==> src/rtl/ponto_fixo_alu_seq.sv <==
// ponto_fixo_alu_seq
// Signed fixed-point arithmetic unit, Q(INT_BITS).(FRAC_BITS).
// Add, subtract and the reserved op finish in a single cycle; multiply runs
// an unsigned shift-add over the operand magnitudes for W iterations, then
// rounds half away from zero, rescales, restores the sign and range-checks.
// Saturation versus wrap-around is fixed at elaboration time by SAT.
//
// state   | meaning
// --------+-------------------------------------------------------------
// IDLE    | waiting for start; operands and op are sampled on acceptance
// MUL     | shift-add iterations, then the finalize step
// DONE    | result/overflow freshly updated; done=1 for this one cycle

module ponto_fixo_alu_seq #(
    parameter int INT_BITS  = 4,
    parameter int FRAC_BITS = 4,
    parameter bit SAT       = 1'b1,
    localparam int W        = INT_BITS + FRAC_BITS
) (
    input  logic         clk,
    input  logic         rst,
    input  logic         start,
    input  logic [1:0]   op,
    input  logic [W-1:0] a,
    input  logic [W-1:0] b,
    output logic [W-1:0] result,
    output logic         overflow,
    output logic         busy,
    output logic         done
);

    localparam logic [1:0] ST_IDLE = 2'd0;
    localparam logic [1:0] ST_MUL  = 2'd1;
    localparam logic [1:0] ST_DONE = 2'd2;

    localparam logic [1:0] OP_ADD = 2'b00;
    localparam logic [1:0] OP_SUB = 2'b01;
    localparam logic [1:0] OP_MUL = 2'b10;
    localparam logic [1:0] OP_RSV = 2'b11;

    // Iteration counter width: must hold the value W itself.
    localparam int CW = $clog2(W + 1);
    // Width of the rescaled magnitude: (2W+1)-bit rounded product >> FRAC_BITS.
    localparam int SW = 2 * W + 1 - FRAC_BITS;

    localparam logic [W-1:0]   MAX_W    = {1'b0, {(W-1){1'b1}}};
    localparam logic [W-1:0]   MIN_W    = {1'b1, {(W-1){1'b0}}};
    localparam logic [2*W:0]   HALF_LSB = (2*W+1)'(1) << (FRAC_BITS - 1);
    localparam logic [SW-1:0]  MAG_MIN  = SW'(1) << (W - 1);
    localparam logic [SW-1:0]  MAG_MAX  = MAG_MIN - SW'(1);

    logic [1:0]     state;

    // Multiply datapath registers
    logic [2*W-1:0] acc;
    logic [2*W-1:0] mcand;
    logic [W-1:0]   mplr;
    logic [CW-1:0]  cnt;
    logic           neg_q;

    // Single-cycle add/sub path
    logic [W:0]     a_ext;
    logic [W:0]     b_ext;
    logic [W:0]     sum_as;
    logic           as_ovf;
    logic [W-1:0]   as_res;

    // Operand magnitudes; the most negative value maps to 2^(W-1) unsigned
    logic [W-1:0]   mag_a;
    logic [W-1:0]   mag_b;

    // Multiply finalize path
    logic [SW-1:0]  scaled;
    logic [W-1:0]   mul_wrap;
    logic           mul_ovf;
    logic [W-1:0]   mul_res;

    // Sign-extended add/sub with overflow detection and optional clamping
    always_comb begin
        a_ext  = {a[W-1], a};
        b_ext  = {b[W-1], b};
        sum_as = '0;
        if (op == OP_SUB) begin
            sum_as = a_ext - b_ext;
        end else begin
            sum_as = a_ext + b_ext;
        end
        // The extra top bit carries the true sign; disagreement means overflow.
        as_ovf = sum_as[W] ^ sum_as[W-1];
        as_res = sum_as[W-1:0];
        if (SAT && as_ovf) begin
            as_res = sum_as[W] ? MIN_W : MAX_W;
        end
    end

    // Operand magnitudes loaded into the shift-add registers on acceptance
    always_comb begin
        mag_a = a[W-1] ? -a : a;
        mag_b = b[W-1] ? -b : b;
    end

    // Round, rescale, re-sign and range-check the accumulated magnitude
    always_comb begin
        // Adding half an output LSB before truncation rounds the magnitude
        // half-up, which is half-away-from-zero once the sign is restored.
        scaled   = SW'(({1'b0, acc} + HALF_LSB) >> FRAC_BITS);
        mul_wrap = neg_q ? -scaled[W-1:0] : scaled[W-1:0];
        // A negative result may reach one step further than a positive one.
        mul_ovf  = neg_q ? (scaled > MAG_MIN) : (scaled > MAG_MAX);
        mul_res  = mul_wrap;
        if (SAT && mul_ovf) begin
            mul_res = neg_q ? MIN_W : MAX_W;
        end
    end

    // Control FSM together with the shift-add datapath and output registers
    always_ff @(posedge clk or posedge rst) begin
        if (rst) begin
            state    <= ST_IDLE;
            result   <= '0;
            overflow <= 1'b0;
            acc      <= '0;
            mcand    <= '0;
            mplr     <= '0;
            cnt      <= '0;
            neg_q    <= 1'b0;
        end else begin
            case (state)
                ST_IDLE: begin
                    if (start) begin
                        case (op)
                            OP_MUL: begin
                                acc   <= '0;
                                mcand <= {{W{1'b0}}, mag_a};
                                mplr  <= mag_b;
                                cnt   <= CW'(W);
                                neg_q <= a[W-1] ^ b[W-1];
                                state <= ST_MUL;
                            end
                            OP_RSV: begin
                                result   <= '0;
                                overflow <= 1'b0;
                                state    <= ST_DONE;
                            end
                            default: begin
                                result   <= as_res;
                                overflow <= as_ovf;
                                state    <= ST_DONE;
                            end
                        endcase
                    end
                end
                ST_MUL: begin
                    if (cnt != '0) begin
                        if (mplr[0]) begin
                            acc <= acc + mcand;
                        end
                        mcand <= mcand << 1;
                        mplr  <= mplr >> 1;
                        cnt   <= cnt - CW'(1);
                    end else begin
                        result   <= mul_res;
                        overflow <= mul_ovf;
                        state    <= ST_DONE;
                    end
                end
                ST_DONE: begin
                    state <= ST_IDLE;
                end
                default: begin
                    state <= ST_IDLE;
                end
            endcase
        end
    end

    // Handshake flags decode straight from the state register
    always_comb begin
        busy = (state != ST_IDLE);
        done = (state == ST_DONE);
    end

endmodule

==> config.mk <==
export PLATFORM = sky130hd
export DESIGN_NAME = ponto_fixo_alu_seq
export DESIGN_NICKNAME = d
export VERILOG_FILES = /design/src/rtl/ponto_fixo_alu_seq.sv
export SDC_FILE = /design/constraint.sdc
export NUM_CORES = 1
export LEC_CHECK = 0
export CAP_MARGIN = 20
export CORE_MARGIN = 5
export CORE_UTILIZATION = 43
export CTS_BUF_LIST = sky130_fd_sc_hd__clkbuf_16
export DETAILED_ROUTE_END_ITERATION = 10
export RECOVER_POWER = 50
export SLEW_MARGIN = 0
export SYNTH_ARGS = -nofsm -noshare
export SYNTH_HDL_FRONTEND = slang
export SYNTH_SLANG_ARGS = --single-unit
==> constraint.sdc <==
create_clock -name clk -period 3.1 [get_ports clk]
set_input_delay 0.62 -clock clk [delete_from_list [all_inputs] [get_ports clk]]
set_output_delay 0.62 -clock clk [all_outputs]
set_load 0.02 [all_outputs]
# Yosys cells after proc, flatten, opt, wreduce, memory -nomap -nowiden
# Index checks and enable logic that the tools add are counted.
[word_totals]
word_cells = 78
output_inout_bits = 11
reg_bits = 56
inputBits = 21
[op_classes]
bitwise = 2
n_lt_le_gt_ge = 2
reduce_logical = 9
add_sub_neg = 8
n_eq_ne = 11
muxes = 38
[ops]
columns = ["cell", "count"]
rows = [
  ["2-to-1 mux 16 bit", 7],
  ["2-to-1 mux 8 bit", 12],
  ["one-hot mux 16 bit (2 select lines)", 2],
  ["one-hot mux 8 bit (2 select lines)", 3],
  ["negation 8 bit", 3],
  ["adder 16 x 4 -> 17 bit (second input constant)", 1],
  ["adder 16 bit", 1],
  ["> comparator 13 x 7 -> 1 bit (second input constant)", 1],
  ["> comparator 13 x 8 -> 1 bit (second input constant)", 1],
  ["2-to-1 mux 4 bit", 3],
  ["!= test 2 bit (second input constant)", 5],
  ["adder 8 x 8 -> 9 bit", 1],
  ["2-to-1 mux 9 bit", 1],
  ["subtractor 8 x 8 -> 9 bit", 1],
  ["one-hot mux 4 bit (2 select lines)", 1],
  ["AND reduction 4 bit", 2],
  ["equality test 2 bit (second input constant)", 3],
  ["2-to-1 mux 2 bit", 3],
  ["AND reduction 5 bit", 1],
  ["equality test 2 x 1 -> 1 bit (second input constant)", 2],
  ["one-hot mux 1 bit (2 select lines)", 2],
  ["one-hot mux 2 bit (2 select lines)", 1],
  ["nonzero test 2 bit", 2],
  ["nonzero test 4 bit", 1],
  ["other kinds (7)", 10],
]

# Longest topological paths before layout
[depth]
depth_word = 7
depth_mapped = 14
mapped_depth_nobuf = 13

# Worst setup path before layout
# No wires, ideal clock.
[synth_path]
path_type = "input -> register"
startpoint = "input port b[2]"
endpoint = "register result[0]"
cell_stages = 14
path_buffers = 1
path_slack_ps = 48
required_time_ps = 2965
arrival_ps = 2918
setup_time_ps = 135
path_cell_list = "clkbuf_1 -> nor3_1 -> nand3_1 -> nor3_1 -> ha_1 -> nand2_1 -> o21ai_0 -> ha_1 -> o21ai_0 -> a31oi_1 -> nor2_1 -> xnor2_1 -> o31a_1 -> o211ai_1"
[synth_via]
elab_chain_cells = 7
word_cells_on_any_way = 9
classes_between = "2 x add/sub; 6 x mux; 1 x bitwise"
[synth_lines]
columns = ["element", "line_no", "source"]
rows = [
  ["from (decl)", "25", "input logic [W-1:0] b,"],
  ["adder 8 x 8 -> 9 bit or subtractor 8 x 8 -> 9 bit (tied branches)", "86, 84", ""],
  ["2-to-1 mux 9 bit *", "83", "if (op == OP_SUB) begin"],
  ["2-to-1 mux 8 bit or XOR 1 bit (tied branches)", "92, 89", ""],
  ["2-to-1 mux 8 bit *", "91", "if (SAT && as_ovf) begin"],
  ["one-hot mux 8 bit (2 select lines) *", "131", "case (op)"],
  ["2-to-1 mux 8 bit *", "130", "if (start) begin"],
  ["one-hot mux 8 bit (2 select lines) *", "128", "case (state)"],
  ["to (signal assigned)", "146", "result <= as_res;"],
  ["to (signal assigned)", "162", "result <= mul_res;"],
  ["to (decl)", "26", "output logic [W-1:0] result,"],
]
# Mark *: on every way between the ends. The rest lies on a longest branch, timed or not. The select of a mux whose other input is x is not followed.
# A chain may end at the register's enable or synchronous reset.

# Worst setup path in the final report
[layout_path]
startpoint = "input port b[5]"
endpoint = "register result[2]"
# Same word-level chain as after synthesis.

==> flow_metrics.py <==
metrics = {
    "outcome": {
        "outcome": "completed",
    },
    "die": {
        "die_y_um": 113,
        "die_x_um": 113,
        "dieArea_mm2": 0.0128,
        "ioPinCount": 32,
        "num_rows": 37,
        "core_area_mm2": 0.0103,
        "start_util_pct": 44.2,
    },
    "drt": {
        "drtIter0Drc": 278,
        "routed_wl_um": 11400,
        "wire_per_inst_um": 15.7,
        "drc": 0,
        "ant_nets": 0,
        "dr.pass1.iters": 4,
        "via_per_inst": 5.50,
        "routed-via-count": 4015,
    },
    "sta": {
        "setup_slack_ns": 0.157,
        "finalClockSkew_ns": 0.00701,
        "drv_slew": 0,
        "finalSetupViolCount": 0,
        "fmax_mhz": 340,
        "fin_crit_ns": 2.94,
        "tightestPinTransition_ns": 1.11,
        "min_period_over_period_pct": 94.9,
        "rsz0062_at_grt": "false",
        "timing.final.hold_violations": 0,
        "relSlewSlack_pct": 26.1,
    },
    "setup_path": {
        "cp_data_required_time_ns": 3.32,
        "worstPathArrival_ns": 3.16,
        "cp-start-kind": "primary input",
        "critical_path_class": "in -> reg",
        "crit_fanout": 4,
        "end_kind": "flip-flop",
    },
    "logic_synthesis": {
        "synthCells": 523,
        "yosys.area.top_type": "dfrtp_1",
        "synth_fp_nets": 577,
        "syn_area_mm2": 0.00457,
        "synth_top_family_by_area": "compound AO/OA/AOI/OAI gates",
        "synthSimpleGateAreaFrac_pct": 19.6,
        "synth.area.mux_share_pct": 2.00,
        "synth-async-reset-ratio_pct": 100,
        "synth-adder-area-share_pct": 9.62,
        "synth.area.top_cells": "dfrtp_1 (31%), ha_1 (8.5%), nand2_1 (5.1%)",
        "yosysMostFrequentCell": "nand2_1",
        "synth_compound_area_share_pct": 23.9,
        "synthXorXnorAreaFrac_pct": 9.89,
        "syn_area_per_cell_um2": 8.73,
        "seq_area_frac_synth_pct": 30.7,
        "synth_cell_types": 65,
        "ys.flop_type": "dfrtp_1",
        "yosysTopAreaCellShare_pct": 30.7,
        "yosys-top-cells-count": "nand2_1 (62), dfrtp_1 (56), nor2_1 (39), o21ai_0 (34), ha_1 (31)",
        "synth.ff_latch_count": 56,
        "synth_enable_flop_cells": 0,
        "yosysWarnings": 0,
    },
    "cells_and_area": {
        "fillers": 918,
        "multi_input_comb_area_mm2": 0.00313,
        "final_cells": 730,
        "final_layout_size_suffix_gt1_share_pct": 18.5,
        "nets": 647,
        "seq_area_mm2": 0.00140,
        "area_growth_pct": 24.5,
        "diodes": 0,
    },
    "clock_network": {
        "clock_path_buffers": 2,
        "cts_buffers": 5,
        "cts.reportedPaths.clkPinSlew_ns": 0.07,
        "cts.sinks": 56,
        "cts-root-buf": "clkbuf_16",
        "worstSkewPairLatency_ns": 0.30,
        "htree_levels": 2,
        "cts_tree": "yes",
    },
    "min_path": {
        "hold_class": "reg -> reg",
    },
    "grt": {
        "grt_max_degree": 40,
        "overflow": 0,
        "grt_pass1_vias": 3917,
        "grt_use_total_pct": 18.4,
        "grt_antenna_before_repair": 0,
        "grt_pass1_wl_um": 19300,
    },
    "placement": {
        "port_buffers": 31,
        "gp_congestion": 0.900,
        "dp.cells": 714,
        "hpwl_um": 8930,
        "place_ws_ns": -0.508,
    },
    "power": {
        "power.density_mw_per_mm2": 794,
        "vdd_drop_max_v": 0.000409,
        "design_power_total_mw": 4.52,
        "power.leakage_nw": 2.62,
    },
    "job": {
        "drv_cap": 0,
    },
}
repair_timing:
item                       4_1_cts  5_1_grt
setup endpoints to repair        9        9
pin swaps                        3       21
hold buffers                     0        0
setup buffers                    0        8
resized for setup               10       33
layout by cell type (no fill, tap or decap), types with 4 or more instances in the layout:
cell and instances:
o21ai_0 32, nor3_1 7, nor2_1 39, buf_4 53
nor2b_1 9, inv_1 14, a22o_1 16, and3_1 6
o21ai_1 4, nand3_1 12, nand2_1 58, a22oi_1 6
xnor2_1 24, a21oi_1 29, a211oi_1 6, ha_1 28
and2_1 4, a21o_1 9, dfrtp_1 56, clkdlybuf4s50_1 23
o211ai_1 7, clkbuf_16 5, o31ai_1 10, o21a_1 6
dlymetal6s2s_1 6, xor2_1 19, nand2b_1 6, mux2i_1 8
routing by layer:
| metal | part of all wire, % | vias to the layer above | wire length, um | GRT usage (%) |
|---|---|---|---|---|
| met1 | 50 | 1926 | 5680 | 27.3 |
| met5 | 0 | - | 0 | 0 |
| met4 | 0.94 | 0 | 107 | 3.93 |
| met2 | 46 | 65 | 5200 | 28.5 |
| met3 | 3.8 | 10 | 438 | 2.78 |
| li1 | - | 2014 | - | - |
state kept, by name, indices dropped and copies added, names as in the netlist:
signal	count
acc	16
mcand	16
mplr	8
result	8
cnt	4
state	2
neg_q	1
overflow	1
critical path, stage by stage:
cell,delay (ns)
clkdlybuf4s50_1,0.54
buf_4,0.17
xor2_1,0.19
ha_1,0.31
and3_4,0.20
a21oi_2,0.11
a31oi_1,0.09
nor2_1,0.19
xnor2_2,0.12
buf_4,0.16
maj3_2,0.31
o2111ai_2,0.15
cell families (layout without fill, tap and decap cells):
family                   count (synthesis)  count (layout)
multiplexers                             9               9
AO/OA/AOI/OAI                          155             155
XOR/XNOR                                49              49
adder cells (fa/ha/maj)                 34              34
buffers and inverters                   42             113
flip-flops                              56              56
AND/OR/NAND/NOR                        178             178
final timing paths:
kind / startpoint / depth (start not counted) / slack (ns) / to
max: b[5] / 12 / 0.16 / result[2]
min: mplr[2] / 2 / 0.49 / mplr[2]
max reg2reg: acc[3] / 12 / 0.22 / overflow
min reg2reg: mplr[2] / 2 / 0.49 / mplr[2]
max in group asynchronous: rst / 3 / 0.58 / overflow
min in group asynchronous: rst / 2 / 0.98 / mcand[13]
final cells by class:
class | count | share of cell area [%]
multi-input cells | 425 | 55.1
flip-flops and latches | 56 | 24.6
repair buffers | 89 | 13.5
well taps | 136 | 2.99
clock buffers | 5 | 2.20
inverters | 16 | 1.06
clock inverters | 3 | 0.440
per-stage QoR:
stage               TNS [ns]  util [%]  instance area [um2]  hold slack, ns
finish                     0      55.1                 5690           0.485
global route               0      55.1                 5690           0.528
CTS                        0      53.2                 5490           0.489
detailed placement     -4.41      51.2                 5290           0.473
global placement       -3.64      51.2                 5290           0.462
floorplan                  0         -                 4570           0.450
report_power, final:
part           switching, mW  leakage (nW)  internal [mW]
sequential             0.353         0.733           1.02
combinational           1.36          1.82           1.19
clock                  0.279        0.0708          0.306
Power figures use the tool's default switching activity.
